==> src/rtl/unary_add_driver.sv <==
// Driver/collector for the unary adder: serializes two operand lengths onto A/B, then
// drains dout/C and reassembles the binary sum. Optional compare: UNARY_ADD_SELF_CHECK_EN.
`timescale 1ns/1ps

module unary_add_driver #(
    parameter int LEN_W = 3,
    parameter int CNT_W = 2
) (
    input  logic             clk,
    input  logic             rst_n,
    input  logic             start,
    input  logic [LEN_W-1:0] a_len,
    input  logic [LEN_W-1:0] b_len,
    output logic             ready,
    output logic             A,
    output logic             B,
    output logic             en,
    output logic             read_or_write,
    input  logic             dout,
    input  logic             C,
    output logic             done,
    output logic [LEN_W:0]   sum,
    output logic [LEN_W:0]   carries
`ifdef UNARY_ADD_SELF_CHECK_EN
    ,
    output logic             mismatch
`endif
);

    localparam logic [2:0] S_IDLE  = 3'd0;
    localparam logic [2:0] S_SEND  = 3'd1;
    localparam logic [2:0] S_FLUSH = 3'd2;
    localparam logic [2:0] S_DRAIN = 3'd3;
    localparam logic [2:0] S_DONE  = 3'd4;

    // One counter serves both the SEND index and the FLUSH/DRAIN cycle count.
    localparam int CW = (LEN_W > CNT_W + 1) ? LEN_W : CNT_W + 1;
    localparam logic [CW-1:0] FLUSH_LAST = CW'(1);
    localparam logic [CW-1:0] DRAIN_LAST = CW'(2 ** CNT_W);

    logic [2:0]       state_q, state_d;
    logic [CW-1:0]    cnt_q, cnt_d;
    logic [LEN_W-1:0] a_len_q, a_len_d;
    logic [LEN_W-1:0] b_len_q, b_len_d;
    logic [CNT_W-1:0] ones_q, ones_d;
    logic [LEN_W:0]   carr_q, carr_d;
    logic [LEN_W:0]   sum_q, sum_d;
    logic [LEN_W:0]   carries_q, carries_d;
    logic             ready_q, ready_d;
    logic             a_q, a_d;
    logic             b_q, b_d;
    logic             en_q, en_d;
    logic             rw_q, rw_d;
    logic             done_q, done_d;
    logic [LEN_W-1:0] max_len;
    logic [CW-1:0]    send_last;
    logic             active;
`ifdef UNARY_ADD_SELF_CHECK_EN
    logic             mismatch_q, mismatch_d;
    logic [LEN_W:0]   expected_sum;
`endif

    always_comb begin
        // NOTE: every signal gets a default first so no path leaves it unassigned (no latches).
        state_d   = state_q;
        cnt_d     = cnt_q;
        a_len_d   = a_len_q;
        b_len_d   = b_len_q;
        ones_d    = ones_q;
        carr_d    = carr_q;
        sum_d     = sum_q;
        carries_d = carries_q;
`ifdef UNARY_ADD_SELF_CHECK_EN
        mismatch_d   = mismatch_q;
        expected_sum = {1'b0, a_len_q} + {1'b0, b_len_q};
`endif
        max_len   = (a_len_q > b_len_q) ? a_len_q : b_len_q;
        send_last = CW'(max_len) - CW'(1);
        active    = (state_q == S_SEND) || (state_q == S_FLUSH) || (state_q == S_DRAIN);

        if (active && C && (carr_q != '1)) carr_d = carr_q + 1'b1;
        if ((state_q == S_DRAIN) && dout)  ones_d = ones_q + 1'b1;

        case (state_q)
            S_IDLE: begin
                if (start) begin
                    a_len_d   = a_len;
                    b_len_d   = b_len;
                    ones_d    = '0;
                    carr_d    = '0;
                    sum_d     = '0;
                    carries_d = '0;
                    cnt_d     = '0;
`ifdef UNARY_ADD_SELF_CHECK_EN
                    mismatch_d = 1'b0;
`endif
                    state_d   = ((a_len == '0) && (b_len == '0)) ? S_FLUSH : S_SEND;
                end
            end
            S_SEND: begin
                if (cnt_q == send_last) begin
                    cnt_d   = '0;
                    state_d = S_FLUSH;
                end else begin
                    cnt_d = cnt_q + 1'b1;
                end
            end
            S_FLUSH: begin
                if (cnt_q == FLUSH_LAST) begin
                    cnt_d   = '0;
                    state_d = S_DRAIN;
                end else begin
                    cnt_d = cnt_q + 1'b1;
                end
            end
            S_DRAIN: begin
                if (cnt_q == DRAIN_LAST) begin
                    cnt_d   = '0;
                    state_d = S_DONE;
                    // Final-edge samples are folded in by using the next accumulator values.
                    sum_d     = {carr_d[LEN_W-CNT_W:0], ones_d};
                    carries_d = carr_d;
`ifdef UNARY_ADD_SELF_CHECK_EN
                    mismatch_d = (sum_d != expected_sum);
`endif
                end else begin
                    cnt_d = cnt_q + 1'b1;
                end
            end
            S_DONE:  state_d = S_IDLE;
            default: state_d = S_IDLE;
        endcase

        // Outputs are decoded from the next state so they leave the flops glitch-free.
        ready_d = (state_d == S_IDLE);
        en_d    = (state_d == S_SEND) || (state_d == S_FLUSH) || (state_d == S_DRAIN);
        rw_d    = (state_d == S_DRAIN);
        a_d     = (state_d == S_SEND) && (cnt_d < CW'(a_len_d));
        b_d     = (state_d == S_SEND) && (cnt_d < CW'(b_len_d));
        done_d  = (state_d == S_DONE);
    end

    // NOTE: sequential state uses non-blocking assignments only; async reset aborts at once.
    always_ff @(posedge clk or negedge rst_n) begin
        if (!rst_n) begin
            state_q   <= S_IDLE;
            cnt_q     <= '0;
            a_len_q   <= '0;
            b_len_q   <= '0;
            ones_q    <= '0;
            carr_q    <= '0;
            sum_q     <= '0;
            carries_q <= '0;
            ready_q   <= 1'b1;
            a_q       <= 1'b0;
            b_q       <= 1'b0;
            en_q      <= 1'b0;
            rw_q      <= 1'b0;
            done_q    <= 1'b0;
`ifdef UNARY_ADD_SELF_CHECK_EN
            mismatch_q <= 1'b0;
`endif
        end else begin
            state_q   <= state_d;
            cnt_q     <= cnt_d;
            a_len_q   <= a_len_d;
            b_len_q   <= b_len_d;
            ones_q    <= ones_d;
            carr_q    <= carr_d;
            sum_q     <= sum_d;
            carries_q <= carries_d;
            ready_q   <= ready_d;
            a_q       <= a_d;
            b_q       <= b_d;
            en_q      <= en_d;
            rw_q      <= rw_d;
            done_q    <= done_d;
`ifdef UNARY_ADD_SELF_CHECK_EN
            mismatch_q <= mismatch_d;
`endif
        end
    end

    assign ready         = ready_q;
    assign A             = a_q;
    assign B             = b_q;
    assign en            = en_q;
    assign read_or_write = rw_q;
    assign done          = done_q;
    assign sum           = sum_q;
    assign carries       = carries_q;
`ifdef UNARY_ADD_SELF_CHECK_EN
    assign mismatch      = mismatch_q;
`endif

endmodule

==> config.mk <==
export PLATFORM = sky130hd
export DESIGN_NAME = unary_add_driver
export DESIGN_NICKNAME = d
export VERILOG_FILES = /design/src/rtl/unary_add_driver.sv
export SDC_FILE = /design/constraint.sdc
export NUM_CORES = 1
export LEC_CHECK = 0
export ABC_CLOCK_PERIOD_IN_PS = 4300
export CORE_ASPECT_RATIO = 0.75
export CORE_MARGIN = 4
export CORE_UTILIZATION = 53
export DETAILED_ROUTE_END_ITERATION = 6
export MAX_ROUTING_LAYER = met4
export PLACE_DENSITY = 0.78
export SYNTH_ARGS = -nofsm -noshare
export SYNTH_HDL_FRONTEND = slang
export SYNTH_SLANG_ARGS = --single-unit
==> constraint.sdc <==
create_clock -name clk -period 4.3 [get_ports clk]
set_clock_uncertainty 0.2 [all_clocks]
set_input_delay 1.29 -clock clk [delete_from_list [all_inputs] [get_ports clk]]
set_output_delay 1.29 -clock clk [all_outputs]
set_load 0.005 [all_outputs]
Yosys cells after proc, flatten, opt, wreduce, memory -nomap -nowiden
Index checks and enable logic that the tools add are counted.

Input bits: 11. Register bits after elaboration: 32. Output and inout port bits: 14.

Muxes and demuxes: 27. Add/subtract/negate cells: 4. Magnitude comparators: 3. Eq/ne operators: 13. Reductions and logical operators: 16.

Operators with widths (count): 3-bit two-way mux (13); 4-bit two-way mux (6); 3-bit case mux with 4 select lines (2); 4-bit case mux with 2 select lines (2); 3-bit by 2-bit equality test with 1-bit output (second input constant) (4); 3-bit logical NOT (4); 3-bit by 1-bit equality test with 1-bit output (second input constant) (3); 2-bit two-way mux (4); 3-bit equality test (second input constant) (2); 1-bit logical AND (6); 3-bit less-than comparator (2); 4-bit by 1-bit adder with 4-bit output (second input constant) (1); 1-bit logical OR (4); 4-bit inequality test (second input constant) (1); 3-bit by 1-bit adder with 3-bit output (second input constant) (1); 3-bit equality test (1); 3-bit greater-than comparator (1); 3-bit AND reduction (1); 3-bit by 1-bit subtractor with 3-bit output (second input constant) (1); 2-bit by 1-bit adder with 2-bit output (second input constant) (1); 2-bit by 1-bit inequality test with 1-bit output (second input constant) (1); 2-bit inequality test (second input constant) (1); 2-bit nonzero test (1).

Logic depth before layout (Yosys ltp)
Depth after elaboration: 9. Mapped depth: 16. Mapped depth without buffers: 16.

Worst setup path after synthesis
OpenSTA, ideal clock, no wires.

Kind: reg-to-reg. Start: register a_len_q[1]. End: register a_q (netlist: A). Arrival time: 3013 ps. Clock period less this slack: 3300 ps. Setup slack: 1000 ps. Required time: 4013 ps. Cell stages (with the launch flop): 16. Cells stage by stage: dfrtp_1 > ha_1 > and2b_1 > o21ai_1 > a21boi_2 > or2_1 > ha_1 > xnor2_1 > xnor2_1 > o211ai_2 > a221oi_1 > nor2_1 > ha_1 > nand3_1 > a31oi_1 > a211oi_2.

Cells in the longest elaborated chain, start to end: 8. Elaborated cells on any way between the ends: 13.

Ends and longest elaborated chain: start: declaration (line 43) `logic [LEN_W-1:0] a_len_q, a_len_d;`; start signal: assignment (line 166) `a_len_q <= a_len_d;`; 3-bit greater-than comparator (line 77) `max_len = (a_len_q > b_len_q) ? a_len_q : b_len_q;`; 3-bit two-way mux * (line 77); 3-bit by 1-bit subtractor with 3-bit output * (line 78) `send_last = CW'(max_len) - CW'(1);`; 3-bit equality test * (line 101) `if (cnt_q == send_last) begin`; 3-bit two-way mux * (line 101); 3-bit case mux with 4 select lines * (line 84) `case (state_q)`; via cnt_d[2] (line 42) `logic [CW-1:0] cnt_q, cnt_d;`; 3-bit less-than comparator * (line 138) `a_d = (state_d == S_SEND) && (cnt_d < CW'(a_len_d));`; 1-bit logical AND * (line 138); via a_d (line 50) `logic a_q, a_d;`; end signal: assignment (line 155) `a_q <= 1'b0;`; end signal: assignment (line 173) `a_q <= a_d;`; end: declaration (line 50).

Mark *: on every way through the listed nets, which the timed path passes. The rest lies on a longest branch. A chain may end at the register's enable or synchronous reset.

Final worst setup path
Start: register b_len_q[1]. End: register b_q (netlist: B).

Cells in the longest elaborated chain, start to end: 8. Elaborated cells on any way between the ends: 13.

Ends and longest elaborated chain: start: declaration (line 44) `logic [LEN_W-1:0] b_len_q, b_len_d;`; start signal: assignment (line 167) `b_len_q <= b_len_d;`; 3-bit greater-than comparator (line 77); 3-bit two-way mux * (line 77); 3-bit by 1-bit subtractor with 3-bit output * (line 78); 3-bit equality test * (line 101); 3-bit two-way mux * (line 101); 3-bit case mux with 4 select lines * (line 84); via cnt_d[2] (line 42); 3-bit less-than comparator * (line 139) `b_d = (state_d == S_SEND) && (cnt_d < CW'(b_len_d));`; 1-bit logical AND * (line 139); via b_d (line 51) `logic b_q, b_d;`; end signal: assignment (line 156) `b_q <= 1'b0;`; end signal: assignment (line 174) `b_q <= b_d;`; end: declaration (line 51).

Marked as above.

==> impl_metrics.env <==
export IMPL_cts_root_buf="sky130_fd_sc_hd__clkbuf_8"
export IMPL_max_vdd_ir_drop_uv=581
export IMPL_grt_antenna_before_repair=0
export IMPL_critPathLaunchType="flip-flop"
export IMPL_cts_resized=0
export IMPL_num_nets_final=228
export IMPL_cp_slowest_stage_delay_ns=0.36
export IMPL_htree_num_levels=2
export IMPL_final_area_mm2=0.00202
export IMPL_worst_r2r_setup_slack_ns=0.51
export IMPL_max_clock_path_buffers=2
export IMPL_p_leak_nw=0.927
export IMPL_layout_core_utilization_pct=67.5
export IMPL_synthesis_yosys_warnings=0
export IMPL_worstReg2RegEnd="B"
export IMPL_hold_path_cell_count=2
export IMPL_timing_final_hold_violations=0
export IMPL_drv_slew=0
export IMPL_first_global_vias=1387
export IMPL_drcViolationCount=0
export IMPL_avgSynthCellArea_um2=9.46
export IMPL_outcome="complete, no violations"
export IMPL_data_required_time_at_the_worst_endpoint_ns=4.30
export IMPL_hold_fix_buffer_count_after_cts=0
export IMPL_pwr_density_cell_mw_per_mm2=893
export IMPL_detail_route_antenna_nets=0
export IMPL_first_pass_detailed_route_iteration_total=4
export IMPL_critical_path_max_fanout=6
export IMPL_die_x_um=73.5
export IMPL_fraction_of_layout_cells_with_a_size_suffix_above_1_pct=11.2
export IMPL_route_detailed_vias_per_inst=5.88
export IMPL_routed_wirelength_mm=3.81
export IMPL_worst_path_buf_inv=1
export IMPL_port_buffers=24
export IMPL_setup_violations=0
export IMPL_timing_max_slew_rel_slack_pct=54.3
export IMPL_route_vias_total=1428
export IMPL_fp_row_count=17
export IMPL_reg2reg_from="b_len_q[1]"
export IMPL_worstHoldEndpoint="sum[1]"
export IMPL_drv_cap=0
export IMPL_clkLatencyLatePin_ns=0.28
export IMPL_worstRegToRegCells=16
export IMPL_worstHoldPathType="reg2reg"
export IMPL_placedInstanceArea_mm2=0.00195
export IMPL_critical_path_top_cell_by_count="sky130_fd_sc_hd__ha_1"
export IMPL_synth_sequential_area_ratio_pct=44.2
export IMPL_timing_critical_path_cells="inv_1 > ha_1 > and2b_1 > o21ai_1 > a21boi_2 > or2_1 > ha_1 > xnor2_1 > xnor2_1 > o211ai_2 > a221oi_1 > nor2_1 > ha_1 > nand3_1 > a31oi_1 > a211oi_2"
export IMPL_grt_start_max_net_pins=31
export IMPL_maxClockFrequency_mhz=264
export IMPL_design_portCount=25
export IMPL_clk_pin_slew_worst_paths_ns=0.06
export IMPL_die_area_mm2=0.00419
export IMPL_cp_data_arrival_time_ns=3.79
export IMPL_setup_tns_final_ns=0
export IMPL_cts_inserted_buffers=5
export IMPL_critical_path_top_delay_family="compound AO/OA/AOI/OAI gates"
export IMPL_global_route_overflow_total=0
export IMPL_synth_cells=180
export IMPL_cp_slowest_cell="sky130_fd_sc_hd__dfrtp_1"
export IMPL_totalPowerFinal_w=0.00181
export IMPL_timing_critical_path_from="b_len_q[1]"
export IMPL_drt_iter0_drc=74
export IMPL_core_region_area_mm2=0.00300
export IMPL_rsz0062_at_grt="false"
export IMPL_tcrit_tclk_final_pct=88.1
export IMPL_path_class="reg2reg"
export IMPL_ant_diodes=0
export IMPL_min_delay_start="sum[1]"
export IMPL_area_growth_synth_to_final_pct=18.8
export IMPL_mappedNetlistNets=203
export IMPL_ys_ff_latch=30
export IMPL_post_synth_num_cell_types=43
export IMPL_cts_sinks=30
export IMPL_drt_wirelength_per_cell_um=15.7
export IMPL_cts_tree="done"
export IMPL_end_kind="flip-flop"
export IMPL_detailedPlacementHpwl_mm=2.84
export IMPL_chipHeight_um=57.1
export IMPL_worst_margin_pin_slew_ns=0.680
export IMPL_gp_congestion=0.873
export IMPL_synth_area_mm2=0.00170
export IMPL_grtUsageTotal_pct=20.4
export IMPL_final_min_clock_period_ns=3.79
export IMPL_post_cts_setup_buffer_count=0
export IMPL_grt_pass1_wl_mm=6.41
export IMPL_starting_density_pct=56.8
## final cells by class
type / count / area [um^2]
tap: 38 / 47.5
fill: 239 / 976
inverter: 15 / 56.3
sequential: 30 / 752
multi-input combinational: 128 / 843
clock buffer: 7 / 76.3
timing repair buffer: 25 / 248
## registers in the layout (all words and copies together), names as in the netlist
register       flops
a_len_q            3
ones_q             2
b_len_q            3
state_q            3
sum                3
done               1
read_or_write      1
B                  1
carr_q             4
en                 1
ready              1
carries            3
cnt_q              3
A                  1
## tightest hold or removal path, cell delays in order (launching register included)
cell	delay [ns]
sky130_fd_sc_hd__dfrtp_1	0.34
sky130_fd_sc_hd__nand3_1	0.06
sky130_fd_sc_hd__o21ai_1	0.07
## through the flow
step | cells | setup slack, ns | hold WS (ns)
6_report | 243 | 0.510 | 0.308
5_1_grt | 243 | 0.258 | 0.347
4_1_cts | 243 | 0.559 | 0.311
3_5_place_dp | 236 | 0.417 | 0.299
3_3_place_gp | 236 | 0.598 | 0.294
2_1_floorplan | 180 | 1.00 | 0.299
## report_power, final
group	internal [W]	leakage (nW)	switching, W
clock network	0.000111	0.0383	0.0000998
registers	0.000405	0.371	0.000108
logic	0.000494	0.518	0.000588
total	0.00101	0.927	0.000796
## Yosys cell counts
master / instances / share of area, %
sky130_fd_sc_hd__dfrtp_1: 29 / 43
sky130_fd_sc_hd__nor2_1: 19 / 4.2
sky130_fd_sc_hd__nand2_1: 16 / 3.5
sky130_fd_sc_hd__ha_1: 12 / 8.8
sky130_fd_sc_hd__a21oi_1: 11 / 3.2
sky130_fd_sc_hd__nand3_1: 11 / 3.2
sky130_fd_sc_hd__inv_1: 9 / 2.0
sky130_fd_sc_hd__o21ai_1: 8 / 2.4
sky130_fd_sc_hd__inv_2: 6 / 1.3
sky130_fd_sc_hd__xor2_1: 4 / 2.1
sky130_fd_sc_hd__mux2i_1: 3 / 1.8
sky130_fd_sc_hd__nand2b_1: 3 / 1.1
sky130_fd_sc_hd__o21ai_0: 3 / 0.88
sky130_fd_sc_hd__xnor2_1: 3 / 1.5
sky130_fd_sc_hd__a211oi_2: 2 / 1.5
sky130_fd_sc_hd__a31oi_1: 2 / 0.73
sky130_fd_sc_hd__and3_1: 2 / 0.73
sky130_fd_sc_hd__buf_2: 2 / 0.59
sky130_fd_sc_hd__buf_4: 2 / 0.88
sky130_fd_sc_hd__buf_6: 2 / 1.3
sky130_fd_sc_hd__mux2_2: 2 / 1.3
sky130_fd_sc_hd__nand3b_1: 2 / 0.88
sky130_fd_sc_hd__nor3_1: 2 / 0.59
sky130_fd_sc_hd__nor3b_1: 2 / 0.88
sky130_fd_sc_hd__nor4_1: 2 / 0.73
sky130_fd_sc_hd__o21a_1: 2 / 0.88
sky130_fd_sc_hd__o21bai_1: 2 / 0.88
sky130_fd_sc_hd__o31ai_1: 2 / 0.88
sky130_fd_sc_hd__a21boi_2: 1 / 0.66
sky130_fd_sc_hd__a21o_1: 1 / 0.44
sky130_fd_sc_hd__a221oi_1: 1 / 0.51
sky130_fd_sc_hd__a221oi_2: 1 / 0.88
sky130_fd_sc_hd__and2b_1: 1 / 0.44
sky130_fd_sc_hd__and3_2: 1 / 0.44
sky130_fd_sc_hd__and3_4: 1 / 0.66
sky130_fd_sc_hd__buf_1: 1 / 0.22
sky130_fd_sc_hd__dfstp_2: 1 / 1.5
sky130_fd_sc_hd__nand3_2: 1 / 0.59
sky130_fd_sc_hd__nand4_1: 1 / 0.37
sky130_fd_sc_hd__nor2b_1: 1 / 0.37
sky130_fd_sc_hd__o211ai_2: 1 / 0.73
sky130_fd_sc_hd__o22ai_1: 1 / 0.37
sky130_fd_sc_hd__or2_1: 1 / 0.37
## placed cells by master (no fill, tap or decap), types with 3 or more instances in the layout
| cell | instances |
|---|---|
| sky130_fd_sc_hd__ha_1 | 12 |
| sky130_fd_sc_hd__inv_2 | 6 |
| sky130_fd_sc_hd__o21ai_0 | 3 |
| sky130_fd_sc_hd__inv_1 | 9 |
| sky130_fd_sc_hd__a21oi_1 | 11 |
| sky130_fd_sc_hd__nand2_1 | 16 |
| sky130_fd_sc_hd__xor2_1 | 4 |
| sky130_fd_sc_hd__dfrtp_1 | 29 |
| sky130_fd_sc_hd__o21ai_1 | 8 |
| sky130_fd_sc_hd__mux2i_1 | 3 |
| sky130_fd_sc_hd__nand3_1 | 11 |
| sky130_fd_sc_hd__clkbuf_8 | 5 |
| sky130_fd_sc_hd__nor2_1 | 19 |
| sky130_fd_sc_hd__xnor2_1 | 3 |
| sky130_fd_sc_hd__nand2b_1 | 3 |
| sky130_fd_sc_hd__clkdlybuf4s50_1 | 24 |
## worst max path at each step
stage / to / slack [ns] / cells after the start
CTS: B / 0.56 / 16
finish: B / 0.51 / 16
global placement: A / 0.60 / 8
detailed placement: B / 0.42 / 8
global route: B / 0.26 / 16
floorplan: A / 1.00 / 15
## per-layer routing
metal	global-route usage, %	wire length (um)
met1	27.1	1740
met2	30.1	1740
met3	7.39	300
met4	4.65	34
met5	-	0
## cells by family (layout without fill, tap and decap cells)
family / after synthesis / after routing / share of synthesized area (%)
flops: 30 / 30 / 44.2
compound gates: 38 / 38 / 14.9
buf+inv: 22 / 47 / 6.32
fa+ha+maj: 12 / 12 / 8.82
simple gates: 66 / 66 / 19.1
xor+xnor: 7 / 7 / 3.60
mux: 5 / 5 / 3.09
No activity file was read; power rests on OpenSTA's default activity.
